## src/rtl/chip_timers.sv

```systemverilog
// CHIP-8 frame divider, CPU-loadable 8-bit down-counters and gated speaker tone.
// Optional macro SPEAKER_DIFF_EN enables the complementary speaker_inv drive.
module chip_timers #(
    parameter int TICK_DIV   = 200000,
    parameter int NUM_TIMERS = 2,
    parameter int SOUND_CH   = 1,
    parameter int TONE_DIV   = 32768
) (
    input  logic       clk,
    input  logic       rst,
    input  logic [3:0] sel,
    input  logic       wr,
    input  logic [7:0] wdata,
    output logic [7:0] rdata,
    output logic       tick,
    output logic       vsync,
    output logic       beep,
    output logic       speaker,
    output logic       speaker_inv
);

    localparam int DIV_W  = $clog2(TICK_DIV);
    localparam int TONE_W = (TONE_DIV > 1) ? $clog2(TONE_DIV) : 1;

    localparam logic [DIV_W-1:0]  DIV_LOAD  = DIV_W'(TICK_DIV - 1);
    localparam logic [DIV_W-1:0]  VSYNC_THR = DIV_W'(TICK_DIV / 2);
    localparam logic [TONE_W-1:0] TONE_LOAD = TONE_W'(TONE_DIV - 1);

    logic [DIV_W-1:0]  r_div;
    logic [7:0]        r_timer     [NUM_TIMERS];
    logic [7:0]        w_timer_nxt [NUM_TIMERS];
    logic [7:0]        w_rd;
    logic [TONE_W-1:0] r_tcnt;
    logic              r_tph;
    logic              w_tone_run;

    // Frame divider: tick is decoded from the terminal count, so it is 0 in reset.
    always_ff @(posedge clk or posedge rst) begin
        if (rst) begin
            r_div <= DIV_LOAD;
        end else if (r_div == '0) begin
            r_div <= DIV_LOAD;
        end else begin
            r_div <= r_div - 1'b1;
        end
    end

    assign tick  = (r_div == '0);
    assign vsync = (r_div < VSYNC_THR);

    // NOTE: every always_comb output gets a default first so no latch is inferred.
    always_comb begin
        for (int i = 0; i < NUM_TIMERS; i++) begin
            w_timer_nxt[i] = r_timer[i];
            if (wr && (sel == 4'(i))) begin
                w_timer_nxt[i] = wdata;
            end else if (tick && (r_timer[i] != 8'd0)) begin
                w_timer_nxt[i] = r_timer[i] - 8'd1;
            end
        end
    end

    // NOTE: state registers use non-blocking assignments so all updates see pre-edge values.
    always_ff @(posedge clk or posedge rst) begin
        if (rst) begin
            for (int i = 0; i < NUM_TIMERS; i++) begin
                r_timer[i] <= 8'd0;
            end
        end else begin
            for (int i = 0; i < NUM_TIMERS; i++) begin
                r_timer[i] <= w_timer_nxt[i];
            end
        end
    end

    // Out-of-range selects match no channel and read back as 0.
    always_comb begin
        w_rd = 8'd0;
        for (int i = 0; i < NUM_TIMERS; i++) begin
            if (sel == 4'(i)) begin
                w_rd = r_timer[i];
            end
        end
    end

    always_ff @(posedge clk or posedge rst) begin
        if (rst) begin
            rdata <= 8'd0;
        end else begin
            rdata <= w_rd;
        end
    end

    assign beep = (r_timer[SOUND_CH] != 8'd0);

    // Stopping on the edge that clears the sound timer leaves the phase reset
    // for the very next cycle, so each onset starts with a full low half-period.
    assign w_tone_run = beep && (w_timer_nxt[SOUND_CH] != 8'd0);

    always_ff @(posedge clk or posedge rst) begin
        if (rst) begin
            r_tcnt <= TONE_LOAD;
            r_tph  <= 1'b0;
        end else if (!w_tone_run) begin
            r_tcnt <= TONE_LOAD;
            r_tph  <= 1'b0;
        end else if (r_tcnt == '0) begin
            r_tcnt <= TONE_LOAD;
            r_tph  <= ~r_tph;
        end else begin
            r_tcnt <= r_tcnt - 1'b1;
        end
    end

    assign speaker = r_tph & beep;

`ifdef SPEAKER_DIFF_EN
    assign speaker_inv = ~r_tph & beep;
`else
    assign speaker_inv = 1'b0;
`endif

endmodule

```

## config.mk

```make
export PLATFORM = sky130hd
export DESIGN_NAME = chip_timers
export DESIGN_NICKNAME = d
export VERILOG_FILES = /design/src/rtl/chip_timers.sv
export SDC_FILE = /design/constraint.sdc
export NUM_CORES = 1
export LEC_CHECK = 0
export ABC_AREA = 1
export CORE_ASPECT_RATIO = 0.6
export CORE_MARGIN = 3
export CORE_UTILIZATION = 50
export CTS_CLUSTER_SIZE = 8
export DETAILED_ROUTE_END_ITERATION = 8
export PLACE_DENSITY = 0.7
export SLEW_MARGIN = 40
export SYNTH_ARGS = -nofsm -noshare
export SYNTH_HDL_FRONTEND = slang
export SYNTH_SLANG_ARGS = --single-unit
```

## constraint.sdc

```tcl
create_clock -name clk -period 2.54 [get_ports clk]
set_input_delay 0.381 -clock clk [delete_from_list [all_inputs] [get_ports clk]]
set_output_delay 0.381 -clock clk [all_outputs]
set_load 0.02 [all_outputs]
```

* Word level (Yosys, flattened, before mapping)
Cells that the tools add are included.
Cells by class: $add $sub $neg 4, $lt $le $gt $ge 1, eq/ne operators 2, mux-type cells 11, bitwise logic cells 2, reduce and logical (&&, ||, !) cells 12
Operators with widths (number):
- $mux W8 | 6
- $mux W15 | 2
- $reduce_bool A8 Y1 | 3
- $logic_not A18 Y1 | 1
- $lt A18 B17 Y1 const B | 1
- $mux W18 | 1
- $sub A18 B1 Y18 const B | 1
- $sub A8 B1 Y8 const B | 2
- $logic_not A15 Y1 | 1
- $sub A15 B1 Y15 const B | 1
- $logic_and A1 B1 Y1 | 5
- $eq A4 B1 Y1 const B | 1
- $logic_not A4 Y1 | 1
- $mux W1 | 2
- $ne A2 B1 Y1 const B | 1
- $reduce_bool A2 Y1 | 1
- $and A1 B1 Y1 | 1
- $not A1 Y1 | 1
Word-level totals: flip-flop bits (word level) 58, bits of input ports 15, output and inout port bits 13, logic and storage cells 38

* Longest topological paths before layout
depth in word-level cells 7, depth in mapped cells 15

* Worst setup path before layout
No wires, ideal clock.
path kind register to register, start register r_div[0], end register r_tcnt[10], arrival 1.901 ns, path slack 0.568 ns, cell stages (with the launch flop) 15, buffers on the path 1, cell sequence dfstp_2 > inv_1 > ha_1 > nand2_2 > nor2_8 > nand2_2 > nor2_4 > nand3_1 > nand2_1 > a21oi_1 > nand2_1 > nor2_2 > nand2_4 > buf_6 > nand3_2
Between the ends: cells in the longest elaborated chain, start to end 7
RTL lines:
- start: declaration | RTL line 29 | logic [DIV_W-1:0] r_div;
- start signal: assignment | RTL line 44 | r_div <= r_div - 1'b1;
- $logic_not A18 Y1 | RTL line 48 | assign tick = (r_div == '0);
- net tick | RTL line 15 | output logic tick,
- $logic_and A1 B1 Y1 | RTL line 57 | end else if (tick && (r_timer[i] != 8'd0)) begin
- $mux W8 | RTL line 57
- $mux W8 | RTL line 55 | if (wr && (sel == 4'(i))) begin
- $reduce_bool A8 Y1 | RTL line 98 | assign w_tone_run = beep && (w_timer_nxt[SOUND_CH] != 8'd0);
- $logic_and A1 B1 Y1 | RTL line 98
- $mux W15 | RTL line 104 | end else if (!w_tone_run) begin
- end signal: assignment | RTL line 111 | r_tcnt <= r_tcnt - 1'b1;
- end: declaration | RTL line 33 | logic [TONE_W-1:0] r_tcnt;
The timed path passes the listed nets, and every way through them passes these cells. A chain may end at the register's enable or synchronous reset.

* Final worst setup path
start register r_div[6], end output vsync
Between the ends: cells in the longest elaborated chain, start to end 1
RTL lines:
- $lt A18 B17 Y1 | RTL line 49 | assign vsync = (r_div < VSYNC_THR);
- end: declaration | RTL line 16 | output logic vsync,
Every way passes these cells.

==> impl_results.md <==
- I/O Buffers: 26
- Clock tree from TritonCTS: yes
- Iter 0 DRT Violations: 275
- Placer Congestion: 0.942
- Placed cell areas: 3690 sq um
- ANT cells: 0
- VDD IR-drop max: 0.000439 V
- Post-Synth Adder-Cell Area: 0.0188
- R2R setup slack: 0.24 ns
- Top cells by count, synth: nand2_1 (80), inv_1 (63), nor2_1 (58)
- Most frequent cell after synthesis: nand2_1
- Mux contribution to synthesized area: 0
- Area fraction in and, or, nand and nor cells after synthesis: 0.325
- Syn_nets: 430
- Nets: 467
- Final Hold Fails: 0
- Leak: 1.88 nW
- Die Height: 69.2 microns
- Avg Inst Size Synth: approximately 8.1 sq um
- DR top layer: met4
- Fraction of registers with async set/reset: 1.00
- Antenna Nets Post-Route: 0
- Endpoints failing setup: 0
- Synth Instances: slightly above 400
- CTS sink cnt: between 50 and 60
- FILL cells: between 500 and 600
- Syn Std Cell Area: ~3300 sq um
- IO Pins: 28
- Crit path DAT: 2.00 ns
- Final period util: 0.937
- Met3 WL post-DR: 734 microns
- Row cnt: 22
- Outcome: complete, no violations
- Critical path class: reg2out
- Vias: 2835
- Initial antenna violation count: 0
- Max FO, Critical Path: 4
- Clock Latency Late Sink: about 0.35 ns
- Htree depth: 3
- Pins Over Slew Limit: 0
- Max Cap Violations: 0
- Synth top area cells: dfrtp_1 (24%), dfstp_2 (21%), nand2_1 (9.0%)
- Clock skew: ~0.0076 ns
- DRT Pass-1 Iters: 5
- Reg area: 1480 sq um
- Cell variety after synth: 42
- GRT overflow: 0
- Met2 Routed Length: 3.15 mm
- Sequential element share of the synthesized area: 0.446
- Post-synthesis compound-gate area fraction: 0.0696
- Leading area contributor after synthesis: dfrtp_1
- Vias in the first global route: about 2600
- DRC: 0
- CP startpoint kind: flip-flop
- Final Cell Area: 3930 sq um
- R2r endpoint: r_tph$_DFFE_PP0P_
- Highest clock rate: approximately 0.42 GHz
- PD cells: roughly 650 nW/um^2
- Reg clk slew, reported paths: 0.06 ns
- Synth-to-Final Area Change: 18.2%
- Die area: 7700 sq um
- Largest net degree at the start of global routing: 36
- Hold_buf cts: 0
- Reg2reg start: r_div[0]$_DFF_PP1_
- Synthesized flop and latch total: 58
- Slowest Stage Delay on Critical Path: between 0.6 and 0.7 ns
- Depth of the most critical reg-to-reg path: 15
- Crit-path cells: nor2_1 > inv_1 > o2111ai_1 > nand2_1 > a31oi_1 > clkdlybuf4s50_1
- Tightest Pin Transition: 0.581 ns
- Min Clock Period, post-route: 2.38 ns
- Multi-input logic area: between 1500 and 2000 sq um
- Layout cell share with drive strength beyond 1: 0.186
- Total GRT Usage: 0.205
- Chip Width: 111 microns
- Avg WL per Cell: roughly 14 microns
- Slew HR: 0.611
- Max Root-Sink Buffers: 2
- Hold WC Path Type: in2async
- Number of enable flip-flop cells after synthesis: 0
- Synth Warn #: 0
- Required time worst endpoint: around 2.2 ns
- Post-DP HPWL: 5.53 mm
- Largest family of logic cells by synthesized area: simple AND/OR/NAND/NOR gates
- Unrepaired setup endpoints after global routing: false
- Clock root buffer: clkbuf_8
- Vias per cell: 5.29
- Crit path capture type: output port
- Met1 wire length: 3.57 mm
- Crit-path slowest cell: clkdlybuf4s50_1
- Core area: 6280 sq um
- Routed WL: 7.51 mm
- First-pass GRT wire length: 12.5 mm
- XOR/XNOR share of the synthesized area: 0.0553
- Share of Yosys cell area claimed by the top area cell type: 0.241
- Sum Neg Setup Slack: 0 ns
- Main synth FF type: dfrtp_1
- Initial Util: 0.530
- Inserted Clock Buffers: 9
-- kinds of logic after synthesis --
group,count (synthesis)
AND/OR/NAND/NOR,218
buffers and inverters,70
flip-flops,58
AO/OA/AOI/OAI,37
XOR/XNOR,21
adder cells (fa/ha/maj),5
other,1
-- metrics by stage --
stage | total power (W) | instances | worst slack, ns | hold slack, ns | util
after floorplan | 0.00156 | 410 | 0.568 | 0.444 | -
after global placement | 0.00170 | 518 | 0.192 | 0.456 | 0.588
after detailed placement | 0.00171 | 518 | 0.139 | 0.459 | 0.588
after CTS | 0.00254 | 534 | 0.00476 | 0.382 | 0.619
after global routing | 0.00267 | 536 | 0.00627 | 0.421 | 0.626
final | 0.00254 | 536 | 0.160 | 0.384 | 0.626
-- critical path, delay by kind of cell (launching register included) --
| kind | cells | cell delay (ns) |
|---|---|---|
| compound gates | 2 | 0.35 |
| buf+inv | 2 | 0.69 |
| flops | 1 | 0.42 |
| simple gates | 2 | 0.19 |
-- cell usage in the layout, fill, tap and decap left out, types with 9 or more instances in the layout --
cell / Yosys / final
xor2_1: 12 / 12
dfstp_2: 26 / 26
nand3_1: 25 / 25
xnor2_1: 9 / 9
clkdlybuf4s50_1: 0 / 23
dfrtp_1: 32 / 32
clkbuf_8: 0 / 13
nand2_1: 80 / 80
nor3_1: 10 / 10
nand3_2: 11 / 10
inv_1: 63 / 61
nor2_1: 58 / 57
o21ai_0: 11 / 11
-- routing by layer --
layer | up-vias | GRT usage
met4 | 0 | 0.0648
met1 | 1322 | 0.305
met2 | 127 | 0.269
li1 | 1379 | -
met3 | 7 | 0.0828
met5 | - | 0
-- sequential cells by signal, summed over array words and instances (netlist names) --
signal and flops:
r_tph 1, r_div 18, rdata 8, r_timer 16
r_tcnt 15
-- report_power, final --
| group | total (W) | switching (W) | internal (W) |
|---|---|---|---|
| sequential | 0.00119 | 0.000113 | 0.00108 |
| clock | 0.000824 | 0.000367 | 0.000458 |
| combinational | 0.000525 | 0.000307 | 0.000218 |
-- worst max-delay path by stage --
stage	depth (start not counted)	slack [ns]	endpoint	from
floorplan	14	0.57	r_tcnt[10]$_DFF_PP1_	r_div[0]$_DFF_PP1_
global placement	7	0.19	beep	r_timer[0]$_DFF_PP0_
detailed placement	7	0.14	beep	r_timer[0]$_DFF_PP0_
CTS	7	0.005	beep	r_timer[0]$_DFF_PP0_
global route	15	0.006	r_tph$_DFFE_PP0P_	r_div[0]$_DFF_PP1_
finish	6	0.16	vsync	r_div[6]$_DFF_PP0_
-- area by class of cell --
| class | instances | share of cell area |
|---|---|---|
| repair buffers | 31 | 0.0821 |
| clock buffers | 14 | 0.0465 |
| inverters | 65 | 0.0621 |
| flip-flops and latches | 58 | 0.377 |
| multi-input cells | 282 | 0.403 |
| clock inverters | 2 | 0.00255 |
| well taps | 84 | 0.0267 |
-- timing repair --
item                       in CTS  in global routing
buffers inserted                0                  2
pin swaps                       0                  2
gates resized for setup         4                  5
setup endpoints to repair       3                  5
No activity file was read; power rests on OpenSTA's default activity.
